==> config.mk <==
export PLATFORM = sky130hd
export DESIGN_NAME = zet_fetch_seq_flat
export DESIGN_NICKNAME = d
export VERILOG_FILES = /design/src/rtl/zet_fetch_pkg.sv /design/src/rtl/zet_fetch_seq_if.sv /design/src/rtl/zet_fetch_operand.sv /design/src/rtl/zet_fetch_seq.sv /design/src/flat_wrapper.sv
export SDC_FILE = /design/constraint.sdc
export NUM_CORES = 1
export LEC_CHECK = 0
export ABC_CLOCK_PERIOD_IN_PS = 2700
export CORE_AREA = 5 5 120 122
export CTS_CLUSTER_SIZE = 16
export DETAILED_ROUTE_END_ITERATION = 8
export DIE_AREA = 0 0 125 127
export GPL_TIMING_DRIVEN = 0
export PLACE_DENSITY_LB_ADDON = 0.3
export SLEW_MARGIN = 20
export SYNTH_ARGS = -nofsm -noshare
export SYNTH_HDL_FRONTEND = slang
export SYNTH_SLANG_ARGS = --single-unit
export TNS_END_PERCENT = 100
==> constraint.sdc <==
create_clock -name clk -period 2.7 [get_ports clk]
set_input_delay 0.675 -clock clk [delete_from_list [all_inputs] [get_ports clk]]
set_output_delay 0.675 -clock clk [all_outputs]
set_load 0.02 [all_outputs]
==> src/rtl/zet_fetch_pkg.sv <==
// zet_fetch_pkg: fetch sequencer state encodings and byte sign-extension helper
package zet_fetch_pkg;
  typedef enum logic [2:0] {
    OPCOD = 3'd0,
    DECOD = 3'd1,
    MODRM = 3'd2,
    OFFSE = 3'd3,
    IMMED = 3'd4,
    EXECU = 3'd5,
    INTAK = 3'd6
  } st_t;
  function automatic logic [15:0] sext8(input logic [7:0] b);
    return {{8{b[7]}}, b};
  endfunction
endpackage

==> src/rtl/zet_fetch_seq_if.sv <==
// zet_fetch_seq_if: CPU-side bus between the fetch sequencer and the wishbone bridge
interface zet_fetch_seq_if #(parameter int ADDR_W = 20);
  logic [ADDR_W-1:0] cpu_adr_o;
  logic [15:0]       cpu_dat_i;
  logic [15:0]       cpu_dat_o;
  logic              cpu_byte_o;
  logic              cpu_mem_op;
  logic              cpu_m_io;
  logic              cpu_we_o;
  logic              cpu_block;
  modport master (output cpu_adr_o, cpu_dat_o, cpu_byte_o, cpu_mem_op, cpu_m_io, cpu_we_o,
                  input  cpu_dat_i, cpu_block);
  modport slave  (input  cpu_adr_o, cpu_dat_o, cpu_byte_o, cpu_mem_op, cpu_m_io, cpu_we_o,
                  output cpu_dat_i, cpu_block);
endinterface

==> src/rtl/zet_fetch_operand.sv <==
// zet_fetch_operand: latches a byte (sign-extended) or word operand from the bus
module zet_fetch_operand
  import zet_fetch_pkg::*;
(
  input  logic        clk,
  input  logic        rst,
  input  logic        ld,
  input  logic        word,
  input  logic [15:0] dat,
  output logic [15:0] val
);
  always_ff @(posedge clk or negedge rst)
    if (!rst) val <= '0;
    else if (ld) val <= word ? dat : sext8(dat[7:0]);
endmodule

==> src/rtl/zet_fetch_seq.sv <==
// zet_fetch_seq: decode-driven instruction fetch sequencer owning the PC and CPU bus
module zet_fetch_seq
  import zet_fetch_pkg::*;
#(
  parameter int              ADDR_W   = 20,
  parameter logic [ADDR_W-1:0] RESET_PC = 20'hFFFF0,
  parameter bit              IRQ_EN   = 1'b1
) (
  input  logic              clk,
  input  logic              rst,
  zet_fetch_seq_if.master   bus,
  input  logic              dec_modrm,
  input  logic [1:0]        dec_off_sz,
  input  logic [1:0]        dec_imm_sz,
  input  logic              exe_wr,
  input  logic              exe_io,
  input  logic              exe_byte,
  input  logic [ADDR_W-1:0] exe_adr,
  input  logic [15:0]       exe_dat,
  input  logic              ld_pc,
  input  logic [ADDR_W-1:0] new_pc,
  input  logic              if_flag,
  input  logic              intr,
  input  logic              nmi,
  output logic              inta,
  output logic              nmia,
  output logic [7:0]        opcode_o,
  output logic [7:0]        modrm_o,
  output logic [15:0]       off_o,
  output logic [15:0]       imm_o,
  output logic [ADDR_W-1:0] pc,
  output logic [2:0]        state
);
  st_t st, cs, nx, after_m;
  logic [7:0] modrm_q;
  logic [ADDR_W-1:0] pc_nx;
  logic nmi_q, nmi_pend, wr, adv, irq;
  always_comb begin
    cs = st > INTAK ? OPCOD : st;
    wr = cs == EXECU && exe_wr;
    bus.cpu_mem_op = cs inside {OPCOD, MODRM, OFFSE, IMMED} || wr;
    adv = !(bus.cpu_mem_op && bus.cpu_block);
    irq = IRQ_EN && (nmi_pend || (intr && if_flag));
    after_m = |dec_off_sz ? OFFSE : |dec_imm_sz ? IMMED : EXECU;
    nx = cs == OPCOD ? DECOD :
         cs == DECOD ? (dec_modrm ? MODRM : after_m) :
         cs == MODRM ? after_m :
         cs == OFFSE ? (|dec_imm_sz ? IMMED : EXECU) :
         cs == IMMED ? EXECU :
         cs == EXECU ? (irq ? INTAK : OPCOD) : OPCOD;
    pc_nx = cs inside {OPCOD, MODRM} ? pc + ADDR_W'(1) :
            cs == OFFSE ? pc + ADDR_W'(dec_off_sz[1] ? 2 : 1) :
            cs == IMMED ? pc + ADDR_W'(dec_imm_sz[1] ? 2 : 1) :
            cs == EXECU && ld_pc ? new_pc : pc;
    bus.cpu_adr_o = wr ? exe_adr : pc;
    bus.cpu_we_o = wr;
    bus.cpu_m_io = wr && exe_io;
    bus.cpu_dat_o = wr ? exe_dat : '0;
    bus.cpu_byte_o = wr ? exe_byte :
                     cs == OFFSE ? !dec_off_sz[1] :
                     cs == IMMED ? !dec_imm_sz[1] : 1'b1;
    // decoder needs the modrm byte in the same cycle it arrives
    modrm_o = cs == MODRM ? bus.cpu_dat_i[7:0] : modrm_q;
    inta = IRQ_EN && cs == INTAK && !nmi_pend;
    nmia = IRQ_EN && cs == INTAK && nmi_pend;
    state = st;
  end
  always_ff @(posedge clk or negedge rst)
    if (!rst) begin
      st <= OPCOD;
      pc <= RESET_PC;
      opcode_o <= '0;
      modrm_q <= '0;
      nmi_q <= 1'b0;
      nmi_pend <= 1'b0;
    end else begin
      nmi_q <= nmi;
      nmi_pend <= (nmi && !nmi_q) || (nmi_pend && cs != INTAK);
      if (adv) begin
        st <= nx;
        pc <= pc_nx;
        if (cs == OPCOD) opcode_o <= bus.cpu_dat_i[7:0];
        if (cs == MODRM) modrm_q <= bus.cpu_dat_i[7:0];
      end
    end
  zet_fetch_operand u_off (
    .clk(clk), .rst(rst), .ld(adv && cs == OFFSE), .word(dec_off_sz[1]),
    .dat(bus.cpu_dat_i), .val(off_o)
  );
  zet_fetch_operand u_imm (
    .clk(clk), .rst(rst), .ld(adv && cs == IMMED), .word(dec_imm_sz[1]),
    .dat(bus.cpu_dat_i), .val(imm_o)
  );
endmodule

==> src/flat_wrapper.sv <==
// flat-port wrapper written by rule: the top's interface ports become plain ports
module zet_fetch_seq_flat import zet_fetch_pkg::*;
#(
  parameter int              ADDR_W   = 20,
  parameter logic [ADDR_W-1:0] RESET_PC = 20'hFFFF0,
  parameter bit              IRQ_EN   = 1'b1
)
  (clk, rst, dec_modrm, dec_off_sz, dec_imm_sz, exe_wr, exe_io, exe_byte, exe_adr, exe_dat, ld_pc, new_pc, if_flag, intr, nmi, inta, nmia, opcode_o, modrm_o, off_o, imm_o, pc, state, bus_cpu_adr_o, bus_cpu_dat_o, bus_cpu_byte_o, bus_cpu_mem_op, bus_cpu_m_io, bus_cpu_we_o, bus_cpu_dat_i, bus_cpu_block);
  zet_fetch_seq_if #(.ADDR_W(ADDR_W)) bus_i ();
  input  logic clk;
  input  logic rst;
  input  logic dec_modrm;
  input  logic [1:0] dec_off_sz;
  input  logic [1:0] dec_imm_sz;
  input  logic exe_wr;
  input  logic exe_io;
  input  logic exe_byte;
  input  logic [ADDR_W-1:0] exe_adr;
  input  logic [15:0] exe_dat;
  input  logic ld_pc;
  input  logic [ADDR_W-1:0] new_pc;
  input  logic if_flag;
  input  logic intr;
  input  logic nmi;
  output logic inta;
  output logic nmia;
  output logic [7:0] opcode_o;
  output logic [7:0] modrm_o;
  output logic [15:0] off_o;
  output logic [15:0] imm_o;
  output logic [ADDR_W-1:0] pc;
  output logic [2:0] state;
  output wire logic [$bits(bus_i.cpu_adr_o)-1:0] bus_cpu_adr_o;
  output wire logic [$bits(bus_i.cpu_dat_o)-1:0] bus_cpu_dat_o;
  output wire logic [$bits(bus_i.cpu_byte_o)-1:0] bus_cpu_byte_o;
  output wire logic [$bits(bus_i.cpu_mem_op)-1:0] bus_cpu_mem_op;
  output wire logic [$bits(bus_i.cpu_m_io)-1:0] bus_cpu_m_io;
  output wire logic [$bits(bus_i.cpu_we_o)-1:0] bus_cpu_we_o;
  input wire logic [$bits(bus_i.cpu_dat_i)-1:0] bus_cpu_dat_i;
  input wire logic [$bits(bus_i.cpu_block)-1:0] bus_cpu_block;
  assign bus_cpu_adr_o = bus_i.cpu_adr_o;
  assign bus_cpu_dat_o = bus_i.cpu_dat_o;
  assign bus_cpu_byte_o = bus_i.cpu_byte_o;
  assign bus_cpu_mem_op = bus_i.cpu_mem_op;
  assign bus_cpu_m_io = bus_i.cpu_m_io;
  assign bus_cpu_we_o = bus_i.cpu_we_o;
  assign bus_i.cpu_dat_i = bus_cpu_dat_i;
  assign bus_i.cpu_block = bus_cpu_block;
  zet_fetch_seq #(.ADDR_W(ADDR_W), .RESET_PC(RESET_PC), .IRQ_EN(IRQ_EN)) u_core (.clk(clk), .rst(rst), .bus(bus_i), .dec_modrm(dec_modrm), .dec_off_sz(dec_off_sz), .dec_imm_sz(dec_imm_sz), .exe_wr(exe_wr), .exe_io(exe_io), .exe_byte(exe_byte), .exe_adr(exe_adr), .exe_dat(exe_dat), .ld_pc(ld_pc), .new_pc(new_pc), .if_flag(if_flag), .intr(intr), .nmi(nmi), .inta(inta), .nmia(nmia), .opcode_o(opcode_o), .modrm_o(modrm_o), .off_o(off_o), .imm_o(imm_o), .pc(pc), .state(state));
endmodule
==> results.cfg <==
[grt]
grt_max_degree = 54
grt_pass1_wl_mm = 31.33
antenna_found_initial = 0
track_usage_pct = 24.59
grt_pass1_vias = 5744
overflow = 0

[timing]
fmax_ghz = 0.3757
slew_violations = 0
setup_violations = 0
hold_viol = 0
grt_setup_unrepaired = true
post-route-period-util_pct = 98.58
skew_ns = 0.01036
worst_slew_pin_slew_ns = 0.7009
relSlewSlack_pct = 53.28
fin_crit_ns = 2.662

[die]
core_um2 = 13090
io_pins = 200
die_y_um = 127
initial_utilization_pct = 39.16
die_x_um = 125
dieArea_um2 = 15880
rows = 42

[worst_setup_path]
r2r-start = u_core.pc[17]
cp.required_ns = 2.03
cp.arrival_ns = 1.99
reg2reg_slack_ns = 0.21
crit_fanout = 9
critPathCaptureType = output port
cp_slowest_cell = dfrtp_2
reg2reg_depth = 7
crit_type = reg -> out
crit_chain = buf_4, buf_4, and3b_1, buf_2, a222oi_1, buf_2
rr_endpoint = u_core.pc[18]
worstSetupStartpointType = flip-flop
max_stage_delay_ns = 0.44

[layout]
final-instance-count-excl-fill = 975
mostFrequentLayoutCells = clkdlybuf4s50_1, a21oi_1, dfrtp_1, mux2_2, nor2_1
fill_cells = 1110
fin_util_pct = 60.69
drive_gt1_share_pct = 26.41
diodes = 0
synthToLayoutAreaGrowth_pct = 54.99
final_common_cell = clkdlybuf4s50_1
design_area_um2 = 7941
fin_nets = 888

[route]
wl_per_cell_um = 20.48
vias = 5532
drt_iter0_markers = 482
ant_nets = 0
drc = 0
drtPass1Iterations = 6
avgViaCountPerCell = 5.674
routed_wl_mm = 19.97

[clock_tree]
cts_tree = built
cts.path.max_buffers = 2
cts_max_level = 3
clk_pin_slew_worst_paths_ns = 0.07
worst_skew_pair.late_latency_ns = 0.35
postCtsHoldBufs = 0
cts-buffers-inserted = 9
cts.sinks = 73
cts-root-buf = clkbuf_16

[yosys]
synth-seq-area-share_pct = 36.04
synth_area_um2 = 5124
syn-instance-count = 570
synth_warnings = 0
synth_edf_count = 0
syn_avg_cell_area_um2 = 8.989
ys_seq_elements = 73
ys.flop_type = dfrtp_1
postSynthNetCount = 664
yosysUniqueCellTypes = 75
async_flop_share_pct = 100.0

[place]
place_inst = 945
hpwl_mm = 14.69
dpl_cell_area_um2 = 7353
routabilityCongestion = 0.9169
io_buffers = 198

[power]
p_leak_nw = 3.303
power.density_nw_per_um2 = 1273
peakVddDrop_uv = 780.4

[run_status]
outcome = completed

[worst_hold_path]
holdCritPathClass = in -> async

[flow_run]
drv_cap = 0
critical path: cells and delay by family (launching register included):
kind,cells,cell delay [ns]
AO/OA/AOI/OAI,1,0.29
buffers and inverters,4,0.74
AND/OR/NAND/NOR,1,0.16
flip-flops,1,0.44
state kept, by name (all words and copies together) (netlist names):
name,count
u_core.u_off.val,16
u_core.modrm_q,8
u_core.nmi_q,1
u_core.u_imm.val,16
u_core.pc,20
u_core.nmi_pend,1
u_core.state,3
u_core.opcode_o,8
report_power, final:
part | switching, mW | internal, mW | leakage [nW] | total [mW]
combinational | 3.70 | 2.90 | 2.32 | 6.60
clock | 0.513 | 0.814 | 0.153 | 1.33
sequential | 0.443 | 1.73 | 0.833 | 2.18
through the flow:
step           setup TNS [ns]  hold WS, ns  setup WS [ns]  power, mW
6_report                    0       0.2324        0.03838      10.11
5_1_grt              -0.03299       0.2494       -0.03299      10.71
4_1_cts               -0.3215       0.2333       -0.05030      10.08
3_5_place_dp           -39.73       0.4132        -0.9756      8.542
3_3_place_gp          -138.66       0.4086         -1.569      8.417
2_1_floorplan               0       0.3794       0.008622      5.890
cells by family (layout without fill, tap and decap cells):
kind of cell	after synthesis	after routing	synth area share, %
buffers and inverters	67	296	6.007
multiplexers	57	57	12.53
XOR/XNOR	18	18	3.077
AO/OA/AOI/OAI	168	168	21.17
flip-flops	73	73	36.04
AND/OR/NAND/NOR	179	179	18.97
adder cells (fa/ha/maj)	8	8	2.198
layer usage:
metal | GRT usage, % | vias up | share of wire (%)
li1 | - | 2557 | -
met1 | 29.31 | 2647 | 39
met2 | 41.41 | 287 | 49
met3 | 8.013 | 41 | 9.4
met4 | 9.630 | 0 | 2.6
met5 | 0 | - | 0
synth_stat cells, drive strengths merged (12+ instances only):
cell type / number / area (um2)
nand3: 12 / 72.57
clkbuf: 15 / 56.30
nor2: 48 / 187.7
mux2: 57 / 641.9
nor3: 16 / 107.6
o22ai: 12 / 75.07
dfstp: 16 / 420.4
dfrtp: 57 / 1426
and3: 21 / 132.6
o21ai: 32 / 163.9
nand2: 42 / 162.6
inv: 14 / 52.55
a21oi: 65 / 329.1
buf: 38 / 198.9
what timing repair did:
action / 4_1_cts / 5_1_grt
resized for setup: 145 / 26
buffers inserted: 16 / 4
endpoints found under the setup margin: 69 / 45
pin swaps: 8 / 6
cloned: 2 / 0
final cells by class:
| type | count | area [um2] | area share [%] |
|---|---|---|---|
| buffer | 45 | 262.8 | 3.309 |
| tap | 176 | 220.2 | 2.773 |
| timing repair buffer | 221 | 2208 | 27.81 |
| multi-input combinational | 430 | 3028 | 38.13 |
| sequential | 73 | 1851 | 23.30 |
| clock inverter | 6 | 90.09 | 1.134 |
| clock buffer | 10 | 229.0 | 2.883 |
| inverter | 14 | 52.55 | 0.6617 |
how the worst max path moves through the flow:
stage               startpoint          endpoint  slack (ns)  depth (start not counted)
4_1_cts        u_core.state[0]    bus_cpu_byte_o       -0.05                          9
5_1_grt                 exe_wr  bus_cpu_dat_o[7]       -0.03                          5
3_3_place_gp               rst   u_core.nmi_pend       -1.57                          1
3_5_place_dp     dec_imm_sz[1]      u_core.pc[9]       -0.98                         10
6_report       u_core.state[1]    bus_cpu_byte_o        0.04                          6
2_1_floorplan  u_core.state[0]    bus_cpu_byte_o       0.009                          7
No activity file was read; power rests on OpenSTA's default activity.
